--- src/rtl/fetch_sequencer.sv ---
// Instruction-fetch sequencer: owns the architectural PC and runs single-outstanding
// req/ack fetches. It presents fetched instructions to IF/ID and applies branch
// redirects, including redirects that arrive while a fetch is still on the bus.
module fetch_sequencer #(
  parameter int unsigned ADDR_WIDTH = 32,
  parameter int unsigned DATA_WIDTH = 32,
  parameter logic [ADDR_WIDTH-1:0] PC_ADDR = 32'h8000_0000
) (
  input  logic                  clk,
  input  logic                  reset,
  input  logic                  redirect_valid,
  input  logic [ADDR_WIDTH-1:0] redirect_pc,
  input  logic                  stall,
  output logic                  fetch_req,
  output logic [ADDR_WIDTH-1:0] fetch_addr,
  input  logic                  fetch_ack,
  input  logic [DATA_WIDTH-1:0] fetch_data,
  output logic                  if_valid,
  output logic [ADDR_WIDTH-1:0] if_pc,
  output logic [DATA_WIDTH-1:0] if_inst,
  output logic                  flush,
  output logic [31:0]           redirect_count
);

  localparam logic [DATA_WIDTH-1:0] NopInst = DATA_WIDTH'(32'h0000_0013);

  typedef enum logic [1:0] {StIdle, StFetch, StDiscard, StHold} state_e;

  state_e                state_q, state_d;
  logic [ADDR_WIDTH-1:0] pc_q, pc_d;
  logic                  fetch_req_q, fetch_req_d;
  logic [ADDR_WIDTH-1:0] fetch_addr_q, fetch_addr_d;
  logic                  if_valid_q, if_valid_d;
  logic [ADDR_WIDTH-1:0] if_pc_q, if_pc_d;
  logic [DATA_WIDTH-1:0] if_inst_q, if_inst_d;
  logic                  flush_q, flush_d;
  logic [31:0]           redirect_count_q, redirect_count_d;

  logic [ADDR_WIDTH-1:0] target;
  logic                  unused_redirect_lsbs;

  // Redirect targets are word aligned; the low two bits are dropped.
  assign target               = {redirect_pc[ADDR_WIDTH-1:2], 2'b00};
  assign unused_redirect_lsbs = ^redirect_pc[1:0];

  // Next-state and next-output logic; every register holds unless a case updates it.
  always_comb begin
    state_d          = state_q;
    pc_d             = pc_q;
    fetch_req_d      = fetch_req_q;
    fetch_addr_d     = fetch_addr_q;
    if_valid_d       = if_valid_q;
    if_pc_d          = if_pc_q;
    if_inst_d        = if_inst_q;
    // A redirect is accepted in every state.
    flush_d          = redirect_valid;
    redirect_count_d = redirect_count_q + {31'd0, redirect_valid};

    unique case (state_q)
      StIdle: begin
        fetch_req_d = 1'b1;
        state_d     = StFetch;
        if (redirect_valid) begin
          pc_d         = target;
          fetch_addr_d = target;
        end else begin
          fetch_addr_d = pc_q;
        end
      end
      StFetch: begin
        if (fetch_ack && !redirect_valid) begin
          if_inst_d   = fetch_data;
          if_pc_d     = fetch_addr_q;
          if_valid_d  = 1'b1;
          pc_d        = fetch_addr_q + ADDR_WIDTH'(4);
          fetch_req_d = 1'b0;
          state_d     = StHold;
        end else if (fetch_ack) begin
          pc_d        = target;
          fetch_req_d = 1'b0;
          state_d     = StIdle;
        end else if (redirect_valid) begin
          // The bus request cannot be withdrawn; wait for its ack and drop the data.
          pc_d    = target;
          state_d = StDiscard;
        end
      end
      StDiscard: begin
        if (redirect_valid) begin
          pc_d = target;
        end
        if (fetch_ack) begin
          fetch_req_d = 1'b0;
          state_d     = StIdle;
        end
      end
      StHold: begin
        if (redirect_valid) begin
          if_valid_d = 1'b0;
          pc_d       = target;
          state_d    = StIdle;
        end else if (!stall) begin
          if_valid_d   = 1'b0;
          fetch_req_d  = 1'b1;
          fetch_addr_d = pc_q;
          state_d      = StFetch;
        end
      end
      default: state_d = StIdle;
    endcase
  end

  // State and output registers with asynchronous active-high reset.
  always_ff @(posedge clk or posedge reset) begin
    if (reset) begin
      state_q          <= StIdle;
      pc_q             <= PC_ADDR;
      fetch_req_q      <= 1'b0;
      fetch_addr_q     <= PC_ADDR;
      if_valid_q       <= 1'b0;
      if_pc_q          <= PC_ADDR;
      if_inst_q        <= NopInst;
      flush_q          <= 1'b0;
      redirect_count_q <= 32'd0;
    end else begin
      state_q          <= state_d;
      pc_q             <= pc_d;
      fetch_req_q      <= fetch_req_d;
      fetch_addr_q     <= fetch_addr_d;
      if_valid_q       <= if_valid_d;
      if_pc_q          <= if_pc_d;
      if_inst_q        <= if_inst_d;
      flush_q          <= flush_d;
      redirect_count_q <= redirect_count_d;
    end
  end

  assign fetch_req      = fetch_req_q;
  assign fetch_addr     = fetch_addr_q;
  assign if_valid       = if_valid_q;
  assign if_pc          = if_pc_q;
  assign if_inst        = if_inst_q;
  assign flush          = flush_q;
  assign redirect_count = redirect_count_q;

endmodule

--- config.mk ---
export PLATFORM = sky130hd
export DESIGN_NAME = fetch_sequencer
export DESIGN_NICKNAME = d
export VERILOG_FILES = /design/src/rtl/fetch_sequencer.sv
export SDC_FILE = /design/constraint.sdc
export NUM_CORES = 1
export LEC_CHECK = 0
export BUFFER_PORTS_ARGS = -buffer_cell sky130_fd_sc_hd__buf_4
export CORE_ASPECT_RATIO = 0.75
export CORE_MARGIN = 10
export CORE_UTILIZATION = 45
export CTS_BUF_LIST = sky130_fd_sc_hd__clkbuf_2 sky130_fd_sc_hd__clkbuf_4 sky130_fd_sc_hd__clkbuf_8
export DETAILED_ROUTE_END_ITERATION = 10
export GPL_ROUTABILITY_DRIVEN = 0
export PLACE_DENSITY = 0.71
export REMOVE_ABC_BUFFERS = 1
export SKIP_CTS_REPAIR_TIMING = 1
export SLEW_MARGIN = 40
export SYNTH_ARGS = -nofsm -noshare
export SYNTH_HDL_FRONTEND = slang
export SYNTH_SLANG_ARGS = --single-unit
--- constraint.sdc ---
create_clock -name clk -period 6.43 [get_ports clk]
set_input_delay 1.929 -clock clk [delete_from_list [all_inputs] [get_ports clk]]
set_output_delay 1.929 -clock clk [all_outputs]
set_load 0.05 [all_outputs]
==> results of run 1 <==
## worst max-delay path: stages
cell     delay [ns]
buf_4          0.23
ha_1           0.27
ha_1           0.25
inv_1          0.07
nor4_2         0.45
and2_1         0.36
nand4_1        0.16
xnor2_1        0.14
## cell type report
class	instances	share of cell area [%]
Inverter	10	0.436
Timing Repair Buffer	202	15.9
Multi-Input combinational cell	455	34.5
Clock buffer	20	2.76
Clock inverter	12	1.23
Sequential cell	165	42.4
Tap cell	215	2.76
## cell usage in the layout (no fill, tap or decap), types with 3 or more instances in the layout
| cell type | count |
|---|---|
| dfstp_2 | 6 |
| nor3_1 | 6 |
| inv_1 | 9 |
| and4_1 | 8 |
| dfrtp_1 | 159 |
| nor4_4 | 3 |
| nor2_1 | 17 |
| nor4_1 | 5 |
| o21ai_1 | 12 |
| nand3_1 | 20 |
| clkbuf_8 | 19 |
| o21ai_0 | 55 |
| xnor2_1 | 43 |
| nand2_1 | 92 |
| mux2i_1 | 37 |
| nor3_2 | 4 |
| mux2_2 | 80 |
| a21oi_1 | 13 |
| buf_4 | 200 |
| inv_6 | 5 |
| and3_1 | 9 |
| xor2_1 | 15 |
| clkinvlp_4 | 5 |
| nand4_1 | 8 |
| ha_1 | 9 |
## registers in the layout, indices dropped and copies added, names as in the netlist
register / count
fetch_addr: 32
if_inst: 32
if_pc: 32
pc_q: 32
redirect_count: 32
state_q: 2
fetch_req: 1
flush: 1
if_valid: 1
## worst min-delay path by stage
stage / startpoint / to / cells after the start
after floorplan: pc_q[0] / pc_q[0] / 2
after global placement: if_pc[17] / if_pc[17] / 2
after detailed placement: redirect_count[31] / redirect_count[31] / 1
after CTS: redirect_count[31] / redirect_count[31] / 1
after global routing: if_inst[29] / if_inst[29] / 1
final: if_pc[17] / if_pc[17] / 2
## cell usage after synthesis, types with 10 or more instances
| library cell | instances |
|---|---|
| inv_1 | 10 |
| buf_2 | 16 |
| nor2_1 | 18 |
| clkbuf_1 | 13 |
| xnor2_1 | 43 |
| o21ai_0 | 55 |
| mux2i_1 | 37 |
| xor2_1 | 15 |
| dfrtp_1 | 159 |
| nand2_1 | 94 |
| nand3_1 | 20 |
| a21oi_1 | 13 |
| o21ai_1 | 13 |
| mux2_2 | 80 |
## routing by layer
layer	share of wire (%)	vias to the layer above	GRT usage [%]
met5	0	-	0
met3	6.2	8	5.56
met2	46	121	26.5
li1	-	2673	-
met1	47	2737	22.6
met4	0.66	0	4.23
## logic make-up (layout without fill, tap and decap cells)
kind of cell / Yosys count / count (layout)
compound gates: 84 / 84
xor+xnor: 58 / 58
fa+ha+maj: 9 / 9
buf+inv: 42 / 244
flops: 165 / 165
mux: 117 / 117
simple gates: 187 / 187
## power by group through the flow
stage	clock [W]	combinational [W]	sequential [W]
after floorplan	0	0.000713	0.00280
final	0.000741	0.00254	0.00178
after CTS	0.000768	0.00257	0.00178
after detailed placement	0	0.00257	0.00180
after global placement	0	0.00253	0.00178
after global routing	0.000805	0.00270	0.00184
## through the flow
step / utilization [%] / setup slack (ns) / instance area [µm²] / hold WS, ns
after floorplan: - / 0.0493 / 7490 / 0.491
after global routing: 58.3 / 2.78 / 9750 / 0.520
final: 58.3 / 2.89 / 9750 / 0.486
after CTS: 58.3 / 2.91 / 9750 / 0.488
after detailed placement: 56.0 / 2.40 / 9360 / 0.470
after global placement: 55.7 / 2.42 / 9320 / 0.463
==> results.cfg, run 1 <==
[flow_run]
max-cap-violations = 0

[synth]
synth-xor-area-share_pct = 6.65
synth-compound-area-share_pct = 5.63
synthArstFlopShare_pct = 100
synth_area_per_cell_um2 = 11.5
synth_top_area_share_pct = 52.1
ys.flop_type = dfrtp_1
synthTopCellsByArea = dfrtp_1 (52%), mux2_2 (12%), xnor2_1 (4.9%), mux2i_1 (4.8%), nand2_1 (4.6%)
synthMuxAreaShare_pct = 16.6
synth_fa_ha_area_share_pct = 1.47
yosysUniqueCellTypes = 36
netlist_area_um2 = 7640
synth_top_cell_by_area = dfrtp_1
syn-instance-count = 662
seq_area_frac_synth_pct = 54.1
synth-edff-count = 0
synth-simple-area-share_pct = 13.0
ys_ff_latch = 165
yosys_warnings = 0
synth_top_family_by_area = multiplexers

[floorplan]
die_w_um = 170
start_util_pct = 45.7
die_h_um = 133
rows = 41
ios = 200
core_um2 = 16700
dieArea_um2 = 22600

[clocking]
cts_tree = yes
cts.htree.levels = 4
cts.sinks = 165
clockRootBuffer = clkbuf_8
cts-buffers-inserted = 17
clk_path_buf_depth = 2
clkTransAtPathRegs_ns = 0.09
clkLatencyLatePin_ns = 0.45

[power_and_ir_drop]
combinationalPowerShare_pct = 50.2
power_w = 0.00505
peakVddDrop_uv = 288
leakagePower_nw = 4.63
netSwitchingFraction_pct = 48.6
power_density_nw_per_um2 = 518
p_int_w = 0.00260
seq_power_share_pct = 35.2
clock_power_share_pct = 14.7
p_sw_w = 0.00246

[detailed_routing]
drt-wirelength-per-cell_um = 17.8
drt-total-wl_mm = 19.2
drt_iter0_drc = 245
drc = 0
vias_per_cell = 5.13
drtPass1Iterations = 4
ant_nets = 0
vias = 5539

[timing]
rsz0062_at_grt = no
fmax_mhz = 283
min_period_over_period_pct = 55.0
drv_slew = 0
hold_viol_final = 0
slew_headroom_pct = 52.3
finClkSkew_ns = 0.0158
setup_viol = 0
post-route-min-period_ns = 3.54
tns_ns = 0
tightest_slew_ns = 0.713

[worst_setup_path]
crit_start = redirect_valid
critPathCapture = redirect_count[30]
critPathKind = in2reg
ff2ff_path_depth = 5
rr_endpoint = fetch_addr[27]
crit_path_start_kind = input pin
required_ns = 6.77
cp-end-kind = flip-flop
critPathArrivalTime_ns = 3.88
cp_max_fo = 19
ff2ff_setup_slack_ns = 4.18
timing.rr.start = state_q[0]

[finish]
antenna_cells = 0
multiInputGateArea_um2 = 3360
fillers = 1445
layout.cells.non_filler = 1079
area_delta_synth_final_pct = 27.6
drive_gt1_share_pct = 39.1
register_area_um2 = 4140
nNetsFinal = 929

[hold_path]
min_path_type = reg2reg

[placement]
portBuffers = 197
hpwl_mm = 13.6
place_inst = 1047

[global_routing]
antenna_found_initial = 0
first_global_vias = 5617
grt_max_degree = 98
grt_overflow = 0
grt_use_total_pct = 17.1
grt_pass1_wl_mm = 31.3

[run_status]
status = complete, no violations
(Power assumes the default switching activity.)
==> run 2: changes to the inputs <==
--- a/config.mk
+++ b/config.mk
@@ -12,7 +12,7 @@
 export CTS_BUF_LIST = sky130_fd_sc_hd__clkbuf_2 sky130_fd_sc_hd__clkbuf_4 sky130_fd_sc_hd__clkbuf_8
 export DETAILED_ROUTE_END_ITERATION = 10
 export GPL_ROUTABILITY_DRIVEN = 0
-export PLACE_DENSITY = 0.71
+export PLACE_DENSITY = 0.69
 export REMOVE_ABC_BUFFERS = 1
 export SKIP_CTS_REPAIR_TIMING = 1
 export SLEW_MARGIN = 40
==> constraint.sdc (replaced) <==
create_clock -name clk -period 3.35 [get_ports clk]
set_input_delay 1.005 -clock clk [delete_from_list [all_inputs] [get_ports clk]]
set_output_delay 1.005 -clock clk [all_outputs]
set_load 0.05 [all_outputs]
==> results.cfg, run 2 (synthesized netlist as in run 1, its figures left out) <==
[worst_setup_path]
path_cells = buf_4, ha_1, ha_1, inv_1, nor4_2, and2_1, nand4_1, xnor2_1
cp-end-kind = flip-flop
cpMostUsedCell = ha_1
critPathTopFamily = simple AND/OR/NAND/NOR gates
crit_path_start_kind = input pin
required_ns = 3.69
cp_max_fo = 6
crit_slowest_cell = nor4_2
critPathArrivalTime_ns = 2.78
path_buf_inv = 2
slowest_delay_ns = 0.46
critPathKind = in2reg

[finish]
register_area_um2 = 4140
drive_gt1_share_pct = 39.5
final_common_cell = buf_4
fillers = 1425
final_cell_mix = buf_4 (204), dfrtp_1 (159), nand2_1 (93)
area_delta_synth_final_pct = 28.7
multiInputGateArea_um2 = 3340
nNetsFinal = 936
layout.cells.non_filler = 1086
final_util_pct = 58.8
fin_area_um2 = 9830
antenna_cells = 0

[global_routing]
grt_max_degree = 70
grt_pass1_wl_mm = 32.6
first_global_vias = 5945
antenna_found_initial = 0
grt_use_total_pct = 18.0
grt_overflow = 0

[timing]
hold_viol_final = 0
finClkSkew_ns = 0.0214
fmax_mhz = 410
min_period_over_period_pct = 72.9
slew_headroom_pct = 50.2
setup_viol = 0
tightest_slew_ns = 0.745
drv_slew = 0
tns_ns = 0
rsz0062_at_grt = no
post-route-min-period_ns = 2.44

[detailed_routing]
drtPass1Iterations = 4
vias_per_cell = 5.22
vias = 5666
drt-total-wl_mm = 20.3
ant_nets = 0
drc = 0
drt-wirelength-per-cell_um = 18.7
drt_iter0_drc = 390

[clocking]
cts_tree = yes
cts.sinks = 165
clkLatencyLatePin_ns = 0.45
clkTransAtPathRegs_ns = 0.09
clk_path_buf_depth = 2
cts-buffers-inserted = 17
clockRootBuffer = clkbuf_8
cts.htree.levels = 4

[placement]
portBuffers = 197
hpwl_mm = 14.7
dpl_cell_area_um2 = 9410
place_inst = 1054

[floorplan]
dieArea_um2 = 22600
die_w_um = 170
die_h_um = 133
core_um2 = 16700
ios = 200
start_util_pct = 45.7
rows = 41

[power_and_ir_drop]
leakagePower_nw = 4.69
power_density_nw_per_um2 = 1010
power_w = 0.00992
peakVddDrop_uv = 737

[flow_run]
max-cap-violations = 0

[run_status]
status = complete, no violations

[hold_path]
min_path_type = reg2reg
==> run 2: cell type report <==
| class | instances | share of cell area (%) |
|---|---|---|
| Tap cell | 215 | 2.74 |
| Inverter | 10 | 0.433 |
| Sequential cell | 165 | 42.1 |
| Clock inverter | 14 | 1.76 |
| Clock buffer | 18 | 2.52 |
| Timing Repair Buffer | 209 | 16.5 |
| Multi-Input combinational cell | 455 | 34.0 |
==> run 2: routing by layer <==
layer / up-vias / share of wire (%) / wire length (µm) / track usage, %
met4: 0 / 0.56 / 114 / 4.52
met2: 151 / 50 / 10100 / 29.7
met1: 2813 / 44 / 8880 / 22.8
met3: 8 / 5.9 / 1190 / 5.08
li1: 2694 / - / - / -
met5: - / 0 / 0 / 0
==> run 2: final timing paths <==
path	start	end	slack, ns	cells past startpoint
setup / recovery	redirect_valid	redirect_count[30]	0.91	8
hold / removal	fetch_req	fetch_req	0.49	2
setup reg to reg	fetch_addr[4]	pc_q[31]	1.14	5
hold reg to reg	fetch_req	fetch_req	0.49	2
max in group asynchronous	reset	if_pc[31]	1.88	3
min in group asynchronous	reset	redirect_count[30]	0.64	2
==> run 2: worst reg2reg max path, delay by kind of cell (launching register included) <==
kind,cells,cell delay [ns]
and+or+nand+nor,3,1.35
DFF,1,0.53
AOI/OAI and AO/OA,1,0.17
xor gates and xnor gates,1,0.11
==> run 2: report_power, final <==
part	switching, W	leakage [nW]	internal, W
Sequential	0.000689	2.05	0.00274
Clock	0.000767	0.210	0.000765
Combinational	0.00330	2.43	0.00166
Total	0.00476	4.69	0.00516
==> run 2: through the flow <==
stage               hold WS, ns  setup slack, ns
finish                    0.489            0.910
global route              0.530            0.794
CTS                       0.503            0.914
detailed placement        0.483            0.414
global placement          0.466            0.474
floorplan                 0.491            -2.11
